===== src/rtl/rtc_pkg.sv =====
// Shared types and constants for the RTC multiplexed-bus controller.
package rtc_pkg;

  localparam int unsigned DW          = 8;
  localparam int unsigned T_SETUP_DEF = 2;
  localparam int unsigned T_PULSO_DEF = 10;
  localparam int unsigned CW_DEF      = 4;

  typedef enum logic [2:0] {
    IDLE  = 3'd0,
    A_SET = 3'd1,
    A_WR  = 3'd2,
    A_HLD = 3'd3,
    D_SET = 3'd4,
    D_STB = 3'd5,
    D_HLD = 3'd6,
    FIN   = 3'd7
  } rtc_state_e;

  localparam logic OP_LEE     = 1'b0;
  localparam logic OP_ESCRIBE = 1'b1;

  typedef struct packed {
    logic          op;
    logic [DW-1:0] dir;
    logic [DW-1:0] dato;
  } rtc_req_t;

endpackage


===== src/rtl/rtc_fase_timer.sv =====
// Phase counter: counts cycles within a bus phase and flags the terminal count.
module rtc_fase_timer #(
  parameter int unsigned CW = 4
) (
  input  logic          clk,
  input  logic          rst,
  input  logic          clr,
  input  logic [CW-1:0] tc,
  output logic          fin_fase
);

  logic [CW-1:0] cnt;

  assign fin_fase = (cnt == tc);

  // Restart at zero on every phase boundary so each new state begins at 0.
  always_ff @(posedge clk or negedge rst) begin
    if (!rst) begin
      cnt <= '0;
    end else if (clr || fin_fase) begin
      cnt <= '0;
    end else begin
      cnt <= cnt + CW'(1);
    end
  end

endmodule


===== src/rtl/rtc_bus_ctrl.sv =====
// Single-byte read/write sequencer for the RTC multiplexed address/data bus.
// Optional one-entry request buffer enabled with `define RTC_CTRL_QUEUE_EN.
module rtc_bus_ctrl
  import rtc_pkg::*;
#(
  parameter int unsigned T_SETUP = T_SETUP_DEF,
  parameter int unsigned T_PULSO = T_PULSO_DEF,
  parameter int unsigned CW      = CW_DEF
) (
  input  logic          clk,
  input  logic          rst,
  input  logic          escribe,
  input  logic          lee,
  input  logic [DW-1:0] direccion,
  input  logic [DW-1:0] dato_escribir,
  input  logic [DW-1:0] ad_in,
  output logic [DW-1:0] ad_out,
  output logic          ad_oe,
  output logic          cs_n,
  output logic          rd_n,
  output logic          wr_n,
  output logic          a_d,
  output logic [DW-1:0] dato_leido,
  output logic          listo_escribe,
  output logic          listo_lee,
  output logic          ocupado
);

  localparam logic [CW-1:0] TC_SET = CW'(T_SETUP - 1);
  localparam logic [CW-1:0] TC_PUL = CW'(T_PULSO - 1);

  rtc_state_e    state, state_d;
  rtc_req_t      cur, cur_d, req, pend;
  logic          req_vld, pend_vld, pend_take, fin_fase;
  logic [CW-1:0] tc;
  logic [DW-1:0] ad_out_d;
  logic          ad_oe_d, cs_n_d, rd_n_d, wr_n_d, a_d_d;
  logic          listo_escribe_d, listo_lee_d, ocupado_d;

  // Write has priority when both requests arrive together.
  assign req_vld = escribe | lee;
  assign req     = rtc_req_t'{op: (escribe ? OP_ESCRIBE : OP_LEE),
                              dir: direccion, dato: dato_escribir};

  assign pend_take = pend_vld && ((state == IDLE) || (state == FIN));

`ifdef RTC_CTRL_QUEUE_EN
  // A request seen while busy is parked here and launched from FIN or IDLE.
  always_ff @(posedge clk or negedge rst) begin
    if (!rst) begin
      pend_vld <= 1'b0;
      pend     <= '0;
    end else if (pend_take) begin
      pend_vld <= 1'b0;
    end else if (req_vld && (state != IDLE) && !pend_vld) begin
      pend_vld <= 1'b1;
      pend     <= req;
    end
  end
`else
  assign pend_vld = 1'b0;
  assign pend     = '0;
`endif

  always_comb begin
    tc = '0;
    case (state)
      A_SET, A_HLD, D_SET, D_HLD: tc = TC_SET;
      A_WR, D_STB:                tc = TC_PUL;
      default:                    tc = '0;
    endcase
  end

  rtc_fase_timer #(.CW(CW)) u_timer (
    .clk      (clk),
    .rst      (rst),
    .clr      (state == IDLE),
    .tc       (tc),
    .fin_fase (fin_fase)
  );

  // Next state plus the output values that state will present.
  always_comb begin
    state_d         = state;
    cur_d           = cur;
    ad_out_d        = '0;
    ad_oe_d         = 1'b0;
    cs_n_d          = 1'b1;
    rd_n_d          = 1'b1;
    wr_n_d          = 1'b1;
    a_d_d           = 1'b1;
    listo_escribe_d = 1'b0;
    listo_lee_d     = 1'b0;

    case (state)
      IDLE: begin
        if (pend_take) begin
          state_d = A_SET;
          cur_d   = pend;
        end else if (req_vld) begin
          state_d = A_SET;
          cur_d   = req;
        end
      end
      A_SET:   if (fin_fase) state_d = A_WR;
      A_WR:    if (fin_fase) state_d = A_HLD;
      A_HLD:   if (fin_fase) state_d = D_SET;
      D_SET:   if (fin_fase) state_d = D_STB;
      D_STB:   if (fin_fase) state_d = D_HLD;
      D_HLD:   if (fin_fase) state_d = FIN;
      FIN: begin
        state_d = IDLE;
        if (pend_take) begin
          state_d = A_SET;
          cur_d   = pend;
        end
      end
      default: state_d = IDLE;
    endcase

    case (state_d)
      A_SET, A_WR, A_HLD: begin
        cs_n_d   = 1'b0;
        a_d_d    = 1'b0;
        ad_oe_d  = 1'b1;
        ad_out_d = cur_d.dir;
        wr_n_d   = (state_d != A_WR);
      end
      D_SET, D_STB, D_HLD: begin
        cs_n_d = 1'b0;
        if (cur_d.op == OP_ESCRIBE) begin
          ad_oe_d  = 1'b1;
          ad_out_d = cur_d.dato;
          wr_n_d   = (state_d != D_STB);
        end else begin
          rd_n_d   = (state_d != D_STB);
        end
      end
      FIN: begin
        listo_escribe_d = (cur_d.op == OP_ESCRIBE);
        listo_lee_d     = (cur_d.op == OP_LEE);
      end
      default: ;
    endcase

    ocupado_d = (state_d != IDLE);
  end

  always_ff @(posedge clk or negedge rst) begin
    if (!rst) begin
      state         <= IDLE;
      cur           <= '0;
      ad_out        <= '0;
      ad_oe         <= 1'b0;
      cs_n          <= 1'b1;
      rd_n          <= 1'b1;
      wr_n          <= 1'b1;
      a_d           <= 1'b1;
      listo_escribe <= 1'b0;
      listo_lee     <= 1'b0;
      ocupado       <= 1'b0;
    end else begin
      state         <= state_d;
      cur           <= cur_d;
      ad_out        <= ad_out_d;
      ad_oe         <= ad_oe_d;
      cs_n          <= cs_n_d;
      rd_n          <= rd_n_d;
      wr_n          <= wr_n_d;
      a_d           <= a_d_d;
      listo_escribe <= listo_escribe_d;
      listo_lee     <= listo_lee_d;
      ocupado       <= ocupado_d;
    end
  end

  // Sample the pins on the last strobe edge, while rd_n is still low.
  always_ff @(posedge clk or negedge rst) begin
    if (!rst) begin
      dato_leido <= '0;
    end else if ((state == D_STB) && fin_fase && (cur.op == OP_LEE)) begin
      dato_leido <= ad_in;
    end
  end

endmodule


===== config.mk =====
export PLATFORM = sky130hd
export DESIGN_NAME = rtc_bus_ctrl
export DESIGN_NICKNAME = d
export VERILOG_FILES = /design/src/rtl/rtc_pkg.sv /design/src/rtl/rtc_fase_timer.sv /design/src/rtl/rtc_bus_ctrl.sv
export SDC_FILE = /design/constraint.sdc
export NUM_CORES = 1
export LEC_CHECK = 0
export CAP_MARGIN = 30
export CORE_ASPECT_RATIO = 0.6
export CORE_MARGIN = 2
export CORE_UTILIZATION = 38
export DETAILED_ROUTE_END_ITERATION = 16
export PLACE_DENSITY_LB_ADDON = 0.05
export SYNTH_ARGS = -nofsm -noshare
export SYNTH_HDL_FRONTEND = slang
export SYNTH_SLANG_ARGS = --single-unit

===== constraint.sdc =====
create_clock -name clk -period 3.2 [get_ports clk]
set_clock_uncertainty 0.1 [all_clocks]
set_input_delay 0.48 -clock clk [delete_from_list [all_inputs] [get_ports clk]]
set_output_delay 0.48 -clock clk [all_outputs]
set_load 0.01 [all_outputs]

==> impl_metrics.csv, run 1 <==
group,metric,value,unit
outcome,status,"complete, no violations",
detailed_routing,wire_per_inst,16.70,um
sta,post-route-period-util,90.10,%
logic_synthesis,netlist-cell-type-count,39,
pwr,p_per_area,957.7,nW/um2
logic_synthesis,synth_top_area_cell,"dfrtp_1",
detailed_routing,drt_wl_total,4943,um
clock_network,ctsHoldBuffers,0,
clock_network,root_buffer,"clkbuf_8",
detailed_routing,drt_iter0_drc,67,
sta,hold_viol_final,0,
global_route,grt_overflow_total,0,
global_route,grt_start_max_net_pins,29,
cells_and_area,utilization,53.41,%
sta,grt_setup_unrepaired,"no",
detailed_routing,dr.pass1.iters,4,
logic_synthesis,ys_ff_latch,48,
setup_path,critPathRequiredTime,3280,ps
sta,max_freq,346.9,MHz
pwr,p_comb_share,48.1,%
setup_path,endpoint_kind,"flip-flop",
global_route,antenna_found_initial,0,
setup_path,path_buf_inv,0,
clock_network,clock-sinks,48,
detailed_routing,drc,0,
cells_and_area,drive_above_1_share,19.57,%
detailed_routing,num_vias,1552,
pwr,clkPwrFrac,13.0,%
clock_network,cts_buffers,5,
die,fp.dieW,99.99,um
setup_path,critPathSlowestCell,"or4_1",
clock_network,cts_tree,"built",
detailed_routing,vias_per_cell,5.243,
logic_synthesis,synth-edff-count,0,
clock_network,cts-resized-gates,0,
logic_synthesis,synth.cell_area,2101,um2
pwr,swShare,37.54,%
logic_synthesis,ys.flop_type,"dfrtp_1",
setup_path,slowest_delay,770,ps
sta,setup_tns,0,ps
clock_network,cts_setup_buffers,0,
sta,slew_violations,0,
sta,finalSetupViolations,0,
logic_synthesis,synth_warnings,0,
die,io_pins,52,
pwr,p_seq_share,39.0,%
die,start_util,40.36,%
clock_network,clockBufferDepth,2,
cells_and_area,diodes,0,
sta,relSlewSlack,39.37,%
logic_synthesis,avgSynthCellArea,11.87,um2
clock_network,clk_pin_slew,80,ps
die,coreArea,5205,um2
logic_synthesis,ys_seq_area_share,57.42,%
setup_path,critPathLaunchType,"flip-flop",
cells_and_area,final_nets,258,
logic_synthesis,synth_fp_nets,206,
placement,io_buffers,51,
pwr,total_power,0.002663,W
global_route,grt_pass1_wl,7741,um
global_route,grt_use_total,17.08,%
pwr,p_leak,1.218,nW
die,die_y,61.60,um
die,dieArea,6159,um2
logic_synthesis,async_flop_share,100.0,%
detailed_routing,antenna_left,0,
setup_path,critPathTopFamily,"simple AND/OR/NAND/NOR gates",
logic_synthesis,syn_inst,177,
die,fp-row-count,20,
clock_network,htree_levels,2,
sta,worstMarginPinSlew,909.5,ps
pwr,peakVddDrop,0.0003875,V
logic_synthesis,synth.area.top_cells,"dfrtp_1, mux2_2, mux2_4",
placement,gp_congestion,0.8249,
pwr,p_switching,0.0009996,W
logic_synthesis,synth_top_area_share,52.41,%
cells_and_area,area_growth_syn_to_layout,32.34,%
setup_path,worstPathArrival,2960,ps
sta,period_needed,2883,ps
clock_network,clk_latency,290,ps
setup_path,crit_type,"reg2reg",
placement,place_hpwl,3612,um
run,maxCapViolations,0,
setup_path,critPathMaxFanout,18,
min_path,hold_class,"in2async",
global_route,grt_pass1_vias,1512,
pwr,p_int,0.001663,W
setup_path,cp_cell_sequence,"or3b_1 -> a311oi_2 -> o31ai_2 -> or4_1 -> mux2_4",
state kept, by name (all words and copies together) (netlist names), 3 cells and up:
name and cells:
dato_leido 8, ad_out 8, cur 17, state 3
u_timer.cnt 4
per-layer routing:
metal | routed length [um] | vias up | track usage [%]
li1 | - | 720 | -
met1 | 2323 | 780 | 23.55
met2 | 2318 | 52 | 27.80
met3 | 301 | 0 | 4.313
met4 | 0 | 0 | 4.110
met5 | 0 | - | 0
through the flow:
step	std cells	cell area (um2)	hold WS, ps	worst slack, ps
floorplan	177	2101	84.41	724.9
global placement	287	2679	377.4	428.5
detailed placement	288	2699	377.1	344.8
CTS	296	2780	52.34	328.9
global route	296	2780	71.97	175.2
finish	296	2780	46.35	316.9
cell type report:
cell class	count	area, um2
repair buffers	57	563.0
multi-input cells	111	824.5
clock buffers	7	76.32
well taps	66	82.58
flip-flops and latches	48	1206
inverters	6	22.52
clock inverters	1	5.005
fillers	447	2425
power groups by stage:
stage          clock network (W)  logic [W]  registers, W
2_1_floorplan                  0   0.000783       0.00103
3_3_place_gp                   0    0.00125       0.00104
3_5_place_dp                   0    0.00129       0.00105
4_1_cts                 0.000361    0.00129       0.00104
5_1_grt                 0.000385    0.00141       0.00107
6_report                0.000345    0.00128       0.00104
cell usage after synthesis (all sizes together) (2+ instances only):
library cell	instances
nand2b	3
nand4	2
nand3	4
a31oi	2
xnor2	2
dfrtp	44
nor3	4
or4	2
inv	6
a21oi	3
dfstp	4
clkbuf	6
buf	6
nand2	25
or4b	2
o211ai	8
xor2	2
mux2	24
mux2i	2
or3	3
nor2	8
final timing paths:
| check | startpoint | endpoint | slack, ps | depth (start not counted) |
|---|---|---|---|---|
| setup / recovery | state[2]$_DFF_PN0_ | dato_leido[6]$_DFFE_PN0P_ | 320 | 5 |
| hold / removal | rst | u_timer.cnt[1]$_DFF_PN0_ | 50 | 1 |
| setup reg to reg | state[2]$_DFF_PN0_ | dato_leido[6]$_DFFE_PN0P_ | 320 | 5 |
| hold reg to reg | cur[7]$_DFF_PN0_ | cur[7]$_DFF_PN0_ | 400 | 1 |
| max in group asynchronous | rst | dato_leido[6]$_DFFE_PN0P_ | 2430 | 2 |
| min in group clk | cur[7]$_DFF_PN0_ | cur[7]$_DFF_PN0_ | 400 | 1 |
layout by cell type (no fill, tap or decap), types with 3 or more instances in the layout:
master / synthesis / final
clkbuf_8: 0 / 5
mux2_4: 8 / 8
buf_4: 1 / 5
mux2_2: 16 / 16
dfstp_2: 4 / 4
nand2_1: 25 / 25
or3_1: 3 / 3
nor3_1: 4 / 4
nor2_1: 8 / 8
nand3_1: 4 / 4
nand2b_1: 3 / 3
a21oi_1: 3 / 3
o211ai_1: 8 / 8
clkdlybuf4s50_1: 0 / 50
dfrtp_1: 44 / 44
inv_1: 6 / 6
cells by family (layout without fill, tap and decap cells):
group                    Yosys count  count (layout)  share of synthesized area (%)
adder cells (fa/ha/maj)            1               1                         0.5955
AO/OA/AOI/OAI                     22              22                          7.981
buffers and inverters             18              71                          3.573
multiplexers                      26              26                          15.25
XOR/XNOR                           4               4                          1.668
AND/OR/NAND/NOR                   58              58                          13.52
flip-flops                        48              48                          57.42
Power figures use the tool's default switching activity.
==> run 2, diff against run 1 <==
- CAP_MARGIN: 30 -> 15
- CORE_MARGIN: 2 -> 1
- GPL_ROUTABILITY_DRIVEN: unset -> 0
==> run 2 against run 1 <==
  * The flow now finishes with violations (DRC)
  * Clock power grew 2%
  * Register-to-register slack gained 170 ps
  * Final area up 0.77%
  * Power is 0.29% higher
  * Sequential power about the same
  * Cell count grew 0.68%
  * Sequential share of layout area decreased by 0.33 points
  * Via count down 1.4%
  * Count of clock-buffer cells in the layout decreased by 2
  * Core utilization is 0.67 points higher
  * Non-clock buffer count rose by 2
  * Critical path type unchanged
  * Critical endpoint is now dato_leido[4]$_DFFE_PN0P_
  * Largest cell class unchanged
==> impl_metrics.csv, run 2 (synthesis gave the netlist of run 1 again) <==
group,metric,value,unit
outcome,status,"finished with violations",
outcome,failed_checks,"DRC",
pwr,total_power,0.002670,W
detailed_routing,drt_iter0_drc,60,
detailed_routing,wire_per_inst,15.62,um
setup_path,critPathLaunchType,"flip-flop",
cells_and_area,regMostFlops,"cur",
global_route,antenna_found_initial,0,
clock_network,root_buffer,"clkbuf_8",
die,die_y,59.60,um
clock_network,clock-sinks,48,
die,dieArea,5840,um2
setup_path,endpoint_kind,"flip-flop",
sta,setup_tns,0,ps
sta,worstMarginPinSlew,909.5,ps
cells_and_area,largest_reg_flops,17,
setup_path,reg2reg_to,"dato_leido[4]$_DFFE_PN0P_",
min_path,hold_class,"in2async",
clock_network,ctsHoldBuffers,0,
sta,period_needed,2716,ps
pwr,p_int,0.001676,W
pwr,peakVddDrop,0.0003579,V
clock_network,cts-resized-gates,0,
pwr,p_seq_share,38.1,%
die,start_util,40.56,%
detailed_routing,dr.pass1.iters,10,
clock_network,cts_buffers,5,
setup_path,rr_startpoint,"state[2]$_DFF_PN0_",
sta,finalSetupViolations,0,
cells_and_area,final_common_cell,"clkdlybuf4s50_1",
detailed_routing,vias_per_cell,5.138,
cells_and_area,final_nets,260,
setup_path,critPathMaxFanout,12,
detailed_routing,drc,5,
pwr,clkPwrFrac,13.2,%
detailed_routing,antenna_left,0,
global_route,grt_pass1_wl,7693,um
cells_and_area,diodes,0,
sta,post-route-period-util,84.87,%
cells_and_area,layout_top_registers,"cur x17, ad_out x8, dato_leido x8",
setup_path,r2r_slack,480,ps
cells_and_area,utilization,54.08,%
run,maxCapViolations,0,
sta,grt_setup_unrepaired,"no",
placement,place_hpwl,3210,um
global_route,grt_start_max_net_pins,49,
global_route,grt_pass1_vias,1528,
clock_network,cts_setup_buffers,0,
cells_and_area,final_cell_mix,"clkdlybuf4s50_1, dfrtp_1, nand2_1, mux2_2",
sta,relSlewSlack,39.37,%
die,fp-row-count,20,
cells_and_area,drive_above_1_share,21.12,%
clock_network,clockBufferDepth,2,
placement,placed_cells,289,
global_route,grt_use_total,17.49,%
clock_network,cts_tree,"built",
pwr,p_comb_share,48.6,%
setup_path,critPathRequiredTime,3280,ps
pwr,swShare,37.23,%
setup_path,worstPathArrival,2800,ps
detailed_routing,drt_wl_total,4654,um
sta,slew_violations,0,
pwr,p_switching,0.0009942,W
die,io_pins,52,
detailed_routing,num_vias,1531,
die,fp.dieW,97.99,um
pwr,p_leak,1.234,nW
cells_and_area,fillers,456,
die,coreArea,5180,um2
setup_path,reg2regPathDepth,5,
pwr,p_per_area,953.2,nW/um2
cells_and_area,area_growth_syn_to_layout,33.35,%
sta,hold_viol_final,0,
setup_path,crit_type,"reg2reg",
clock_network,clk_latency,300,ps
setup_path,cp-startpoint,"state[2]$_DFF_PN0_",
clock_network,htree_levels,2,
global_route,grt_overflow_total,0,
cells_and_area,instances_no_fill,298,
sta,max_freq,368.2,MHz
clock_network,clk_pin_slew,90,ps
placement,io_buffers,51,
run 2: power groups by stage:
| stage | Sequential [W] | Clock [W] | Combinational (W) |
|---|---|---|---|
| after detailed placement | 0.00103 | 0 | 0.00130 |
| after floorplan | 0.00103 | 0 | 0.000783 |
| after global routing | 0.00105 | 0.000396 | 0.00144 |
| after CTS | 0.00102 | 0.000368 | 0.00131 |
| after global placement | 0.00102 | 0 | 0.00127 |
| final | 0.00102 | 0.000353 | 0.00130 |
run 2: worst max-delay path by stage:
stage	to	slack [ps]
floorplan	dato_leido[0]$_DFFE_PN0P_	720
global placement	dato_leido[6]$_DFFE_PN0P_	560
detailed placement	dato_leido[4]$_DFFE_PN0P_	490
CTS	dato_leido[4]$_DFFE_PN0P_	470
global route	ad_out[6]$_DFF_PN0_	350
finish	dato_leido[4]$_DFFE_PN0P_	480
run 2: routing by layer:
metal | global-route usage [%] | share of wire, %
met1 | 25.00 | 47
met2 | 26.06 | 45
met3 | 4.717 | 7.5
met4 | 5.195 | 0.80
met5 | 0 | 0
run 2: critical path: stages, from the launching register on:
cell and delay [ps]:
dfrtp_1 510, or3b_1 430, a311oi_2 320, o31ai_2 120, or4_1 730, mux2_4 390
run 2: cell type report:
cell class                      instances  area (um2)  area share [%]
Timing Repair Buffer                   59       578.1           20.63
Sequential cell                        48        1206           43.06
Inverter                                6       22.52          0.8039
Tap cell                               66       82.58           2.948
Clock inverter                          3       18.77          0.6699
Multi-Input combinational cell        111       824.5           29.43
Clock buffer                            5       68.82           2.456
run 2: metrics by stage:
step	hold WS, ps	setup slack, ps	cell area (um2)
2_1_floorplan	84.41	724.9	2101
3_3_place_gp	382.6	563.8	2694
3_5_place_dp	386.7	491.7	2694
4_1_cts	307.7	466.2	2781
5_1_grt	67.44	353.2	2801
6_report	46.48	484.1	2801
==> run 3, diff against run 2 <==
- clock period: 3.2 -> 2.2 ns (I/O delays scaled with it)
==> run 3 against run 2 <==
  * Register-to-register slack got worse by 650 ps
  * The flow finishes with violations (DRC, setup timing)
  * Worst setup slack got worse by 650 ps
  * Core utilization rose by 3.1 points
  * Power rose by 58%
  * Largest power group unchanged
  * Clock power rose by 79%
==> impl_metrics.csv, run 3 (synthesis gave the netlist of run 1 again) <==
group,metric,value,unit
cells_and_area,regMostFlops,"cur",
sta,relSlewSlack,57.15,%
sta,finalSetupViolations,9,
cells_and_area,final_nets,271,
sta,grt_setup_unrepaired,"yes",
global_route,grt.met3_usage,4.599,%
run,maxCapViolations,0,
detailed_routing,drc,6,
die,die_y,59.60,um
cells_and_area,layout_top_registers,"cur x17, ad_out x8, dato_leido x8",
placement,io_buffers,51,
detailed_routing,vias_per_cell,5.026,
clock_network,clockBufferDepth,2,
sta,slew_violations,0,
placement,place_hpwl,3120,um
die,dieArea,5840,um2
setup_path,crit_type,"reg2reg",
clock_network,root_buffer,"clkbuf_8",
pwr,p_int,0.002709,W
setup_path,reg2regPathDepth,5,
sta,max_freq,422.3,MHz
clock_network,clk_pin_slew,90,ps
cells_and_area,final_cell_mix,"clkdlybuf4s50_1, dfrtp_1, nand2_1, mux2_2, buf_4",
detailed_routing,drt_iter0_drc,86,
clock_network,htree_levels,2,
detailed_routing,dr.pass1.iters,10,
die,fp.dieW,97.99,um
setup_path,path_buf_inv,0,
sta,setup_slack,-167.9,ps
global_route,antenna_found_initial,0,
detailed_routing,num_vias,1553,
pwr,total_power,0.004223,W
global_route,grt_overflow_total,0,
pwr,swShare,35.86,%
placement,placed_cells,302,
setup_path,critPathTopFamily,"simple AND/OR/NAND/NOR gates",
global_route,grt_pass1_vias,1560,
pwr,p_switching,0.001514,W
global_route,grt_pass1_wl,7838,um
die,coreArea,5180,um2
clock_network,cts_buffers,5,
setup_path,endpoint_kind,"flip-flop",
pwr,clkPwrFrac,15.0,%
setup_path,critPathMaxFanout,8,
pwr,p_leak,1.301,nW
clock_network,clock-sinks,48,
setup_path,critPathSlowestCell,"or4_4",
cells_and_area,seq_area,1206,um2
detailed_routing,drt_wl_total,4618,um
global_route,grt_use_total,17.62,%
cells_and_area,final_common_cell,"clkdlybuf4s50_1",
sta,hold_viol_final,0,
pwr,p_comb_share,50.7,%
setup_path,worstPathArrival,2450,ps
sta,post-route-period-util,107.6,%
cells_and_area,fillers,443,
clock_network,cts_tree,"built",
global_route,use_met1,26.77,%
setup_path,critPathLaunchType,"flip-flop",
detailed_routing,antenna_left,0,
setup_path,slowest_delay,540,ps
die,start_util,40.56,%
die,fp-row-count,20,
pwr,p_per_area,1426,nW/um2
cells_and_area,area_growth_syn_to_layout,40.98,%
pwr,peakVddDrop,0.0004674,V
min_path,hold_class,"in2async",
cells_and_area,instances_no_fill,309,
sta,period_needed,2368,ps
clock_network,clk_latency,290,ps
global_route,top_usage_layer,"met1",
global_route,grt_start_max_net_pins,49,
cells_and_area,multiInputGateArea,870.8,um2
setup_path,critPathRequiredTime,2280,ps
pwr,p_seq_share,34.3,%
global_route,met2_usage,24.35,%
cells_and_area,largest_reg_flops,17,
cells_and_area,drive_above_1_share,27.57,%
detailed_routing,wire_per_inst,14.94,um
outcome,failed_checks,"DRC, setup timing",
sta,worstMarginPinSlew,641.6,ps
die,io_pins,52,
cells_and_area,diodes,0,
clock_network,cts_setup_buffers,0,
outcome,status,"finished with violations",
setup_path,cp_cell_sequence,"or3b_4 -> a311oi_4 -> o31ai_2 -> or4_4 -> mux2_4",
setup_path,path_depth,5,
placement,place_ws,-230.5,ps
[run 3: cell count changes in the layout (fill, tap and decap cells not counted), moves of 2 or more]
cell	before	now
buf_4	7	16
a21oi_1	3	1
buf_6	0	2
or4_1	2	0
or4_4	0	2
[run 3: per-layer routing]
metal / vias up / wire (um)
met5: - / 0
met3: 4 / 284
met2: 48 / 1914
met1: 759 / 2384
li1: 742 / -
met4: 0 / 34
[run 3: per-stage QoR]
step	area (um2)	setup TNS [ps]	utilization [%]	hold slack, ps
4_1_cts	2957	-1196	57.08	42.95
3_3_place_gp	2810	-2754	54.25	353.0
3_5_place_dp	2810	-3303	54.25	368.5
5_1_grt	2962	-2522	57.17	55.06
2_1_floorplan	2123	-1690	-	-65.59
6_report	2962	-1307	57.17	5.674
[run 3: layout make-up]
| cell class | count | share of cell area (%) |
|---|---|---|
| Inverter | 6 | 0.7605 |
| Tap cell | 66 | 2.788 |
| Multi-Input combinational cell | 111 | 29.40 |
| Clock buffer | 5 | 2.324 |
| Sequential cell | 48 | 40.73 |
| Clock inverter | 3 | 1.436 |
| Timing Repair Buffer | 70 | 22.56 |
[run 3: what timing repair did]
action | CTS | global route
hold buffers | 0 | 0
gates resized for setup | 6 | 4
endpoints found under the hold margin | 0 | 0
gates cloned | 0 | 0
pin swaps | 2 | 3
endpoints found under the setup margin | 18 | 23
[run 3: final timing paths]
path                       slack [ps]          startpoint                        end
min reg2reg                       400    cur[4]$_DFF_PN0_           cur[4]$_DFF_PN0_
min in group clk                  400    cur[4]$_DFF_PN0_           cur[4]$_DFF_PN0_
max reg2reg                      -170  state[0]$_DFF_PN0_  dato_leido[5]$_DFFE_PN0P_
min                                 6                 rst   u_timer.cnt[0]$_DFF_PN0_
max in group asynchronous        1590                 rst         state[2]$_DFF_PN0_
max                              -170  state[0]$_DFF_PN0_  dato_leido[5]$_DFFE_PN0P_
[run 3: power groups by stage]
stage / Clock (W) / Sequential (W) / Combinational (W)
after floorplan: 0 / 0.00150 / 0.00118
after global placement: 0 / 0.00145 / 0.00203
after detailed placement: 0 / 0.00146 / 0.00206
after CTS: 0.000642 / 0.00145 / 0.00212
after global routing: 0.000696 / 0.00149 / 0.00235
final: 0.000632 / 0.00145 / 0.00214
[run 3: worst register-to-register path: stages, from the launching register on]
cell	delay, ps
dfrtp_1	390
or3b_4	430
a311oi_4	330
o31ai_2	130
or4_4	540
mux2_4	340
